===== src/rtl/relu_stream_ctrl_if.sv =====
// relu_stream_ctrl_if: scheduler/buffer/ReLU handshake bundle for relu_stream_ctrl.
interface relu_stream_ctrl_if #(parameter int ADDR_W = 10);
  logic              start;
  logic [ADDR_W:0]   len;
  logic [ADDR_W-1:0] src_base;
  logic [ADDR_W-1:0] dst_base;
  logic              hold;
  logic              rd_en;
  logic [ADDR_W-1:0] rd_addr;
  logic              relu_ivalid;
  logic              relu_ovalid;
  logic              wr_en;
  logic [ADDR_W-1:0] wr_addr;
  logic              busy;
  logic              done;
  modport master (output start, len, src_base, dst_base, hold, relu_ovalid,
                  input rd_en, rd_addr, relu_ivalid, wr_en, wr_addr, busy, done);
  modport slave (input start, len, src_base, dst_base, hold, relu_ovalid,
                 output rd_en, rd_addr, relu_ivalid, wr_en, wr_addr, busy, done);
endinterface


===== src/rtl/relu_stream_ctrl.sv =====
// relu_stream_ctrl: streams len words from a source buffer through the ReLU unit into a destination buffer.
module relu_stream_ctrl #(
  parameter int ADDR_W   = 10,
  parameter int RD_LAT   = 1,
  parameter int RELU_LAT = 2
) (
  input logic               clk,
  input logic               rst_n,
  relu_stream_ctrl_if.slave bus
);
  typedef enum logic [1:0] {IDLE, RUN, DRAIN, DONE} state_t;
  if (RD_LAT < 1 || RD_LAT > 4 || RELU_LAT < 1 || RELU_LAT > 4) begin : g_bad_lat
    $error("relu_stream_ctrl: RD_LAT and RELU_LAT must be in 1..4");
  end
  state_t            state_q, state_d;
  logic [ADDR_W:0]   len_q, len_d, rd_cnt_q, rd_cnt_d, wr_cnt_q, wr_cnt_d;
  logic [ADDR_W-1:0] src_q, src_d, dst_q, dst_d;
  logic [RD_LAT-1:0] iv_q, iv_d;
  logic              busy_q, busy_d, done_q, done_d;
  logic              accept, rd_en, wr_en;
  always_comb begin
    accept   = state_q == IDLE && bus.start;
    rd_en    = state_q == RUN && rd_cnt_q < len_q && !bus.hold;
    wr_en    = (state_q == RUN || state_q == DRAIN) && bus.relu_ovalid;
    len_d    = accept ? bus.len : len_q;
    src_d    = accept ? bus.src_base : src_q;
    dst_d    = accept ? bus.dst_base : dst_q;
    rd_cnt_d = accept ? '0 : rd_cnt_q + (ADDR_W+1)'(rd_en);
    wr_cnt_d = accept ? '0 : wr_cnt_q + (ADDR_W+1)'(wr_en);
    iv_d     = RD_LAT'({iv_q, rd_en});
    state_d  = state_q == IDLE  ? (bus.start ? (bus.len == '0 ? DONE : RUN) : IDLE)
             : state_q == RUN   ? (rd_cnt_q == len_q ? DRAIN : RUN)
             : state_q == DRAIN ? (wr_cnt_d == len_q ? DONE : DRAIN)
             : IDLE;
    busy_d   = state_d != IDLE;
    done_d   = state_d == DONE;
  end
  // Reset also clears the latched bases so both address outputs read 0.
  always_ff @(posedge clk) begin
    if (!rst_n) begin
      state_q  <= IDLE;
      len_q    <= '0;
      src_q    <= '0;
      dst_q    <= '0;
      rd_cnt_q <= '0;
      wr_cnt_q <= '0;
      iv_q     <= '0;
      busy_q   <= 1'b0;
      done_q   <= 1'b0;
    end else begin
      state_q  <= state_d;
      len_q    <= len_d;
      src_q    <= src_d;
      dst_q    <= dst_d;
      rd_cnt_q <= rd_cnt_d;
      wr_cnt_q <= wr_cnt_d;
      iv_q     <= iv_d;
      busy_q   <= busy_d;
      done_q   <= done_d;
    end
  end
  assign bus.rd_en       = rd_en;
  assign bus.rd_addr     = src_q + rd_cnt_q[ADDR_W-1:0];
  assign bus.relu_ivalid = iv_q[RD_LAT-1];
  assign bus.wr_en       = wr_en;
  assign bus.wr_addr     = dst_q + wr_cnt_q[ADDR_W-1:0];
  assign bus.busy        = busy_q;
  assign bus.done        = done_q;
endmodule


===== src/flat_wrapper.sv =====
// flat-port wrapper written by rule: the top's interface ports become plain ports
module relu_stream_ctrl_flat 
#(
  parameter int ADDR_W   = 10,
  parameter int RD_LAT   = 1,
  parameter int RELU_LAT = 2
)
  (clk, rst_n, bus_start, bus_len, bus_src_base, bus_dst_base, bus_hold, bus_relu_ovalid, bus_rd_en, bus_rd_addr, bus_relu_ivalid, bus_wr_en, bus_wr_addr, bus_busy, bus_done);
  relu_stream_ctrl_if #(.ADDR_W(ADDR_W)) bus_i ();
  input logic clk;
  input logic rst_n;
  input wire logic [$bits(bus_i.start)-1:0] bus_start;
  input wire logic [$bits(bus_i.len)-1:0] bus_len;
  input wire logic [$bits(bus_i.src_base)-1:0] bus_src_base;
  input wire logic [$bits(bus_i.dst_base)-1:0] bus_dst_base;
  input wire logic [$bits(bus_i.hold)-1:0] bus_hold;
  input wire logic [$bits(bus_i.relu_ovalid)-1:0] bus_relu_ovalid;
  output wire logic [$bits(bus_i.rd_en)-1:0] bus_rd_en;
  output wire logic [$bits(bus_i.rd_addr)-1:0] bus_rd_addr;
  output wire logic [$bits(bus_i.relu_ivalid)-1:0] bus_relu_ivalid;
  output wire logic [$bits(bus_i.wr_en)-1:0] bus_wr_en;
  output wire logic [$bits(bus_i.wr_addr)-1:0] bus_wr_addr;
  output wire logic [$bits(bus_i.busy)-1:0] bus_busy;
  output wire logic [$bits(bus_i.done)-1:0] bus_done;
  assign bus_i.start = bus_start;
  assign bus_i.len = bus_len;
  assign bus_i.src_base = bus_src_base;
  assign bus_i.dst_base = bus_dst_base;
  assign bus_i.hold = bus_hold;
  assign bus_i.relu_ovalid = bus_relu_ovalid;
  assign bus_rd_en = bus_i.rd_en;
  assign bus_rd_addr = bus_i.rd_addr;
  assign bus_relu_ivalid = bus_i.relu_ivalid;
  assign bus_wr_en = bus_i.wr_en;
  assign bus_wr_addr = bus_i.wr_addr;
  assign bus_busy = bus_i.busy;
  assign bus_done = bus_i.done;
  relu_stream_ctrl #(.ADDR_W(ADDR_W), .RD_LAT(RD_LAT), .RELU_LAT(RELU_LAT)) u_core (.clk(clk), .rst_n(rst_n), .bus(bus_i));
endmodule

===== config.mk =====
export PLATFORM = sky130hd
export DESIGN_NAME = relu_stream_ctrl_flat
export DESIGN_NICKNAME = d
export VERILOG_FILES = /design/src/rtl/relu_stream_ctrl_if.sv /design/src/rtl/relu_stream_ctrl.sv /design/src/flat_wrapper.sv
export SDC_FILE = /design/constraint.sdc
export NUM_CORES = 1
export LEC_CHECK = 0
export BUFFER_PORTS_ARGS = -buffer_cell sky130_fd_sc_hd__clkbuf_2
export CAP_MARGIN = 20
export CORE_MARGIN = 2
export CORE_UTILIZATION = 35
export DETAILED_ROUTE_END_ITERATION = 8
export PLACE_DENSITY_LB_ADDON = 0.15
export SLEW_MARGIN = 10
export SYNTH_ARGS = -nofsm -noshare
export SYNTH_HDL_FRONTEND = slang
export SYNTH_SLANG_ARGS = --single-unit

===== constraint.sdc =====
create_clock -name clk -period 5.7 [get_ports clk]
set_input_delay 1.14 -clock clk [delete_from_list [all_inputs] [get_ports clk]]
set_output_delay 1.14 -clock clk [all_outputs]
set_load 0.01 [all_outputs]

# Word level (Yosys, flattened, before mapping)
# Cells that the tools add are included.
op_classes:
  muxes: 8
  shift: 0
  n_div: 0
  n_eq_ne: 5
  reduce_logical: 10
  add_sub_neg: 4
  multipliers: 0
  bitwise_logic: 1
  n_lt_le_gt_ge: 1
op_table:
  columns: ["operator", "count"]
  rows:
  - ["$add A11 B1 Y11", 2]
  - ["$eq A11 B11 Y1", 2]
  - ["$add A10 B10 Y10", 2]
  - ["$mux W2", 6]
  - ["$logic_not A11 Y1", 1]
  - ["$lt A11 B11 Y1", 1]
  - ["$mux W11", 1]
  - ["$eq A2 B2 Y1 const B", 2]
  - ["$logic_and A1 B1 Y1", 4]
  - ["$eq A2 B1 Y1 const B", 1]
  - ["$logic_not A2 Y1", 1]
  - ["$reduce_bool A2 Y1", 1]
  - ["$reduce_or A2 Y1", 1]
  - ["$logic_not A1 Y1", 1]
  - ["$logic_or A1 B1 Y1", 1]
  - ["$mux W1", 1]
  - ["$not A1 Y1", 1]
word_totals:
  mem_bits_ro: 0
  memories: 0
  latch_bits: 0
  ramBits: 0
  output_inout_bits: 25
  wordCells: 38
  inputBits: 36
  reg_bits: 58

# Depth between registers and ports, before layout
depth:
  ltp_word: 11
  mapped_depth: 15
  mapped_depth_nobuf: 15

# Least setup slack after synthesis
# Ideal clock, no wire load.
synth_path:
  path_kind: "register to output"
  start: "register u_core.wr_cnt_q[1]"
  end: "output port bus_wr_addr[9]"
  arrival_time_ns: 1.964
  path_slack_ns: 2.596
  path_buffers: 0
  required_ns: 4.560
  path_stages_with_launch: 9
  cell_sequence: "dfxtp_1 -> ha_1 -> a21o_1 -> a21oi_1 -> o21bai_1 -> a21oi_1 -> o21ai_0 -> and4_1 -> nor3_1"
synth_between:
  elab_chain_cells: 1
synth_rtl:
  columns: ["element", "line", "source"]
  rows:
  - ["from (decl)", "relu_stream_ctrl.sv:16", "logic [ADDR_W:0] len_q, len_d, rd_cnt_q, rd_cnt_d, wr_cnt_q, wr_cnt_d;"]
  - ["from (signal assigned)", "relu_stream_ctrl.sv:56", "wr_cnt_q <= wr_cnt_d;"]
  - ["$add A10 B10 Y10", "relu_stream_ctrl.sv:66", "assign bus.wr_addr = dst_q + wr_cnt_q[ADDR_W-1:0];"]
  - ["to (decl)", "flat_wrapper.sv:22", "output wire logic [$bits(bus_i.wr_addr)-1:0] bus_wr_addr;"]
# No other way between the ends.

# Worst setup path after layout
layout_path:
  start: "register u_core.rd_cnt_q[1]"
  end: "output port bus_rd_addr[9]"
layout_between:
  elab_chain_cells: 1
layout_rtl:
  columns: ["element", "line", "source"]
  rows:
  - ["from (decl)", "relu_stream_ctrl.sv:16", null]
  - ["from (signal assigned)", "relu_stream_ctrl.sv:55", "rd_cnt_q <= rd_cnt_d;"]
  - ["$add A10 B10 Y10", "relu_stream_ctrl.sv:63", "assign bus.rd_addr = src_q + rd_cnt_q[ADDR_W-1:0];"]
  - ["to (decl)", "flat_wrapper.sv:19", "output wire logic [$bits(bus_i.rd_addr)-1:0] bus_rd_addr;"]
# No other way between the ends.

==> out/qor.log <==
[power_and_ir_drop] worst vdd ir 132 uV
[worst_setup_path] Setup CP Type reg2out
[timing] crit path setup slack, layout 1.96 ns
[placement] final weighted congestion in routability-driven placement 0.811
[worst_setup_path] Critical-path top delay cell sky130_fd_sc_hd__dfxtp_1
[floorplanning] core footprint 9820 sq um
[timing] Hold WS 0.476 ns
[run_status] status complete, no violations
[detailed_routing] final routed wire length divided by cell count 13.7 microns
[floorplanning] starting density of the core 36.1%
[logic_synthesis] leading register cell type out of synthesis sky130_fd_sc_hd__dfxtp_1
[logic_synthesis] average cell area after synthesis 8.30 sq um
[worst_setup_path] CP Launch Type flip-flop
[detailed_routing] Initial DRC Count 143
[timing] Hold Vio Cnt, Final 0
[timing] final critical-path required period 3.74 ns
[power_and_ir_drop] Comb power frac 13.5%
[clocking] TritonCTS clock tree done
[logic_synthesis] nets in the synthesized netlist 501
[clocking] clock latency at the later pin of the worst-skew pair 0.33 ns
[worst_setup_path] arrival time reported for the critical path endpoint 2.60 ns
[clocking] CTS sink cnt 58
[logic_synthesis] top cell types by occurrence after synthesis 79 x sky130_fd_sc_hd__nand2_1, 58 x sky130_fd_sc_hd__dfxtp_1, 36 x sky130_fd_sc_hd__ha_1, 33 x sky130_fd_sc_hd__a21boi_0, 29 x sky130_fd_sc_hd__inv_1
[worst_setup_path] crit-path max FO 6
[hold_path] type of the most critical hold path reg2reg
[timing] final setup skew 0.00554 ns
[grt] antenna violations before repair 0
[logic_synthesis] proportion of register bits with asynchronous set or reset after synthesis 0%
[timing] worst slew pin tran 0.873 ns
[floorplanning] overall die height 105 microns
[clocking] Post-CTS Setup Inserts 0
[floorplanning] die area 10900 sq um
[placement] DP HPWL 6400 microns
[floorplanning] die extent in x 105 microns
[timing] unrepaired setup endpoints after global routing no
[placement] I/O Buffers 60
[placement] count of placed standard cells including taps 608
[power_and_ir_drop] total internal power 762 uW
[detailed_routing] total wire length after detailed routing 8580 microns
[finish] fraction of final layout cells with drive strength greater than 1 16.5%
[clocking] CTS clock-pin slew for the worst setup and hold paths 0.07 ns
[clocking] number of buffers created by CTS 9
[finish] Antenna Cells 0
[grt] total congestion overflow after global routing 0
[grt] pin count of the biggest net entering global routing 44
[timing] Slew Limit Fails 0
[logic_synthesis] gate count of the mapped netlist 427
[worst_setup_path] crit path cell chain ha_1 > a21o_1 > a21oi_1 > o21bai_1 > a21oi_1 > o21ai_0 > and4_1 > nor3_1 > clkbuf_2
[power_and_ir_drop] Psw 258 uW
[detailed_routing] drt drc 0
[worst_setup_path] cell with the most instances on the worst path sky130_fd_sc_hd__a21oi_1
[power_and_ir_drop] Seq pwr share 42.9%
[run] max-cap violations 0
[clocking] post-cts resize count 0
[logic_synthesis] Yosys reg bits 58
[grt] overall routing resource usage 16.1%
[logic_synthesis] area share of the largest cell type after synthesis 32.8%
[timing] Slew Limit Headroom 41.6%
[timing] highest achievable clock rate 0.267 GHz
[logic_synthesis] EDFF count, synth 0
[logic_synthesis] top post-synthesis cells by area sky130_fd_sc_hd__dfxtp_1 33%, sky130_fd_sc_hd__ha_1 13%, sky130_fd_sc_hd__nand2_1 8.4%
[finish] Area Overhead vs Synth 18.8%
[logic_synthesis] Synthesis Warnings 0
[detailed_routing] Routed Antenna Nets 0
[power_and_ir_drop] leakage power 0.00189 uW
[finish] Layout Nets 560
[detailed_routing] count of vias placed by the detailed router 3127
[timing] Setup TNS Final 0 ns
[power_and_ir_drop] Pwr Density 242 nW/um^2
[worst_setup_path] worst endpoint required time 4.56 ns
[timing] Final setup viols 0
[finish] Post-Route Utilization 42.9%
[clocking] number of buffers between clock root and the deepest sink 2
[floorplanning] top-level I/O count 61
[clocking] root buf cell sky130_fd_sc_hd__clkbuf_8
[floorplanning] row count 36
[logic_synthesis] Synth Cell Area 3540 sq um
[placement] worst-case setup slack after placement 2.29 ns
[grt] global-route wire length before repair 14300 microns
[timing] crit share post-route 65.7%
[worst_setup_path] delay of the slowest critical-path stage 0.46 ns
[clocking] Post-CTS Hold Buffers 0
[finish] number of non-filler instances in the completed layout 624
[detailed_routing] TritonRoute pass-1 iters 5
[worst_setup_path] type of element capturing the critical path output pin
[logic_synthesis] Unique masters post-synth 44
[grt] via count of the first global-routing pass 2968
[logic_synthesis] dominant cell by count in the synthesized netlist sky130_fd_sc_hd__nand2_1
[logic_synthesis] share of the yosys chip area belonging to registers 32.8%
[detailed_routing] detail-routed via count per cell 5.01
[power_and_ir_drop] relative contribution of the clock network to total power 43.5%
[clocking] level count of the clock H-tree 3
[power_and_ir_drop] Sw Share 25.3%
[logic_synthesis] most area-hungry cell type in the Yosys netlist sky130_fd_sc_hd__dfxtp_1
critical path, delay by kind of cell, from the launching register on:
family	cells	cell delay (ns)
AOI/OAI and AO/OA	5	0.94
adders and majority gates	1	0.29
buffers and inverters	1	0.16
DFF	1	0.46
and+or+nand+nor	2	0.44
final timing paths:
path	slack, ns	end	cells after the start	from
max	1.96	bus_rd_addr[9]	9	u_core.rd_cnt_q[1]$_SDFF_PP0_
min	0.48	u_core.dst_q[6]$_SDFFE_PN0N_	2	u_core.dst_q[6]$_SDFFE_PN0N_
max reg2reg	2.55	u_core.rd_cnt_q[10]$_SDFF_PP0_	12	u_core.len_q[8]$_SDFFE_PN0N_
min reg2reg	0.48	u_core.dst_q[6]$_SDFFE_PN0N_	2	u_core.dst_q[6]$_SDFFE_PN0N_
kinds of logic (layout without fill, tap and decap cells):
family,after synthesis,count (layout),share of synthesized area (%)
buffers and inverters,42,106,4.45
xor gates and xnor gates,31,31,8.05
DFF,58,58,32.8
and+or+nand+nor,155,155,21.1
adders and majority gates,38,38,13.8
AOI/OAI and AO/OA,101,101,19.2
muxes,2,2,0.565
layer usage:
metal	wire length [microns]	track usage (%)
met1	4330	21.9
met2	3820	25.9
met3	399	4.24
met4	32	3.14
met5	0	0
cell usage in the layout, fill, tap and decap left out, drive strengths merged, types with 14 or more instances in the layout:
cell type	n
a21oi	24
nand2	79
nor2	19
dfxtp	58
clkbuf	72
o21ai	14
xor2	15
inv	29
a21boi	33
ha	36
xnor2	15
area by class of cell:
| cell class | instances | area, sq um |
|---|---|---|
| repair buffers | 61 | 308 |
| multi-input cells | 327 | 2230 |
| flip-flops and latches | 58 | 1160 |
| fillers | 1052 | 5610 |
| well taps | 133 | 166 |
| clock inverters | 4 | 72.6 |
| inverters | 29 | 109 |
| clock buffers | 12 | 165 |
power by group through the flow:
stage / sequential (uW) / combinational [uW] / clock, uW
finish: 438 / 138 / 444
floorplan: 441 / 91.9 / 0
global placement: 446 / 138 / 0
detailed placement: 447 / 139 / 0
CTS: 438 / 140 / 457
global route: 440 / 157 / 480
flip-flops by register name (all words and copies together) (netlist names):
signal,cells
u_core.wr_cnt_q,11
u_core.rd_cnt_q,11
u_core.bus.busy,1
u_core.bus.relu_ivalid,1
u_core.dst_q,10
u_core.state_q,2
u_core.len_q,11
u_core.bus.done,1
u_core.src_q,10
per-stage QoR:
step	total power (uW)	instance area [sq um]
final	1020	4210
after global routing	1080	4210
after CTS	1040	4210
after detailed placement	586	3970
after global placement	584	3970
after floorplan	533	3540
Power figures use the tool's default switching activity.
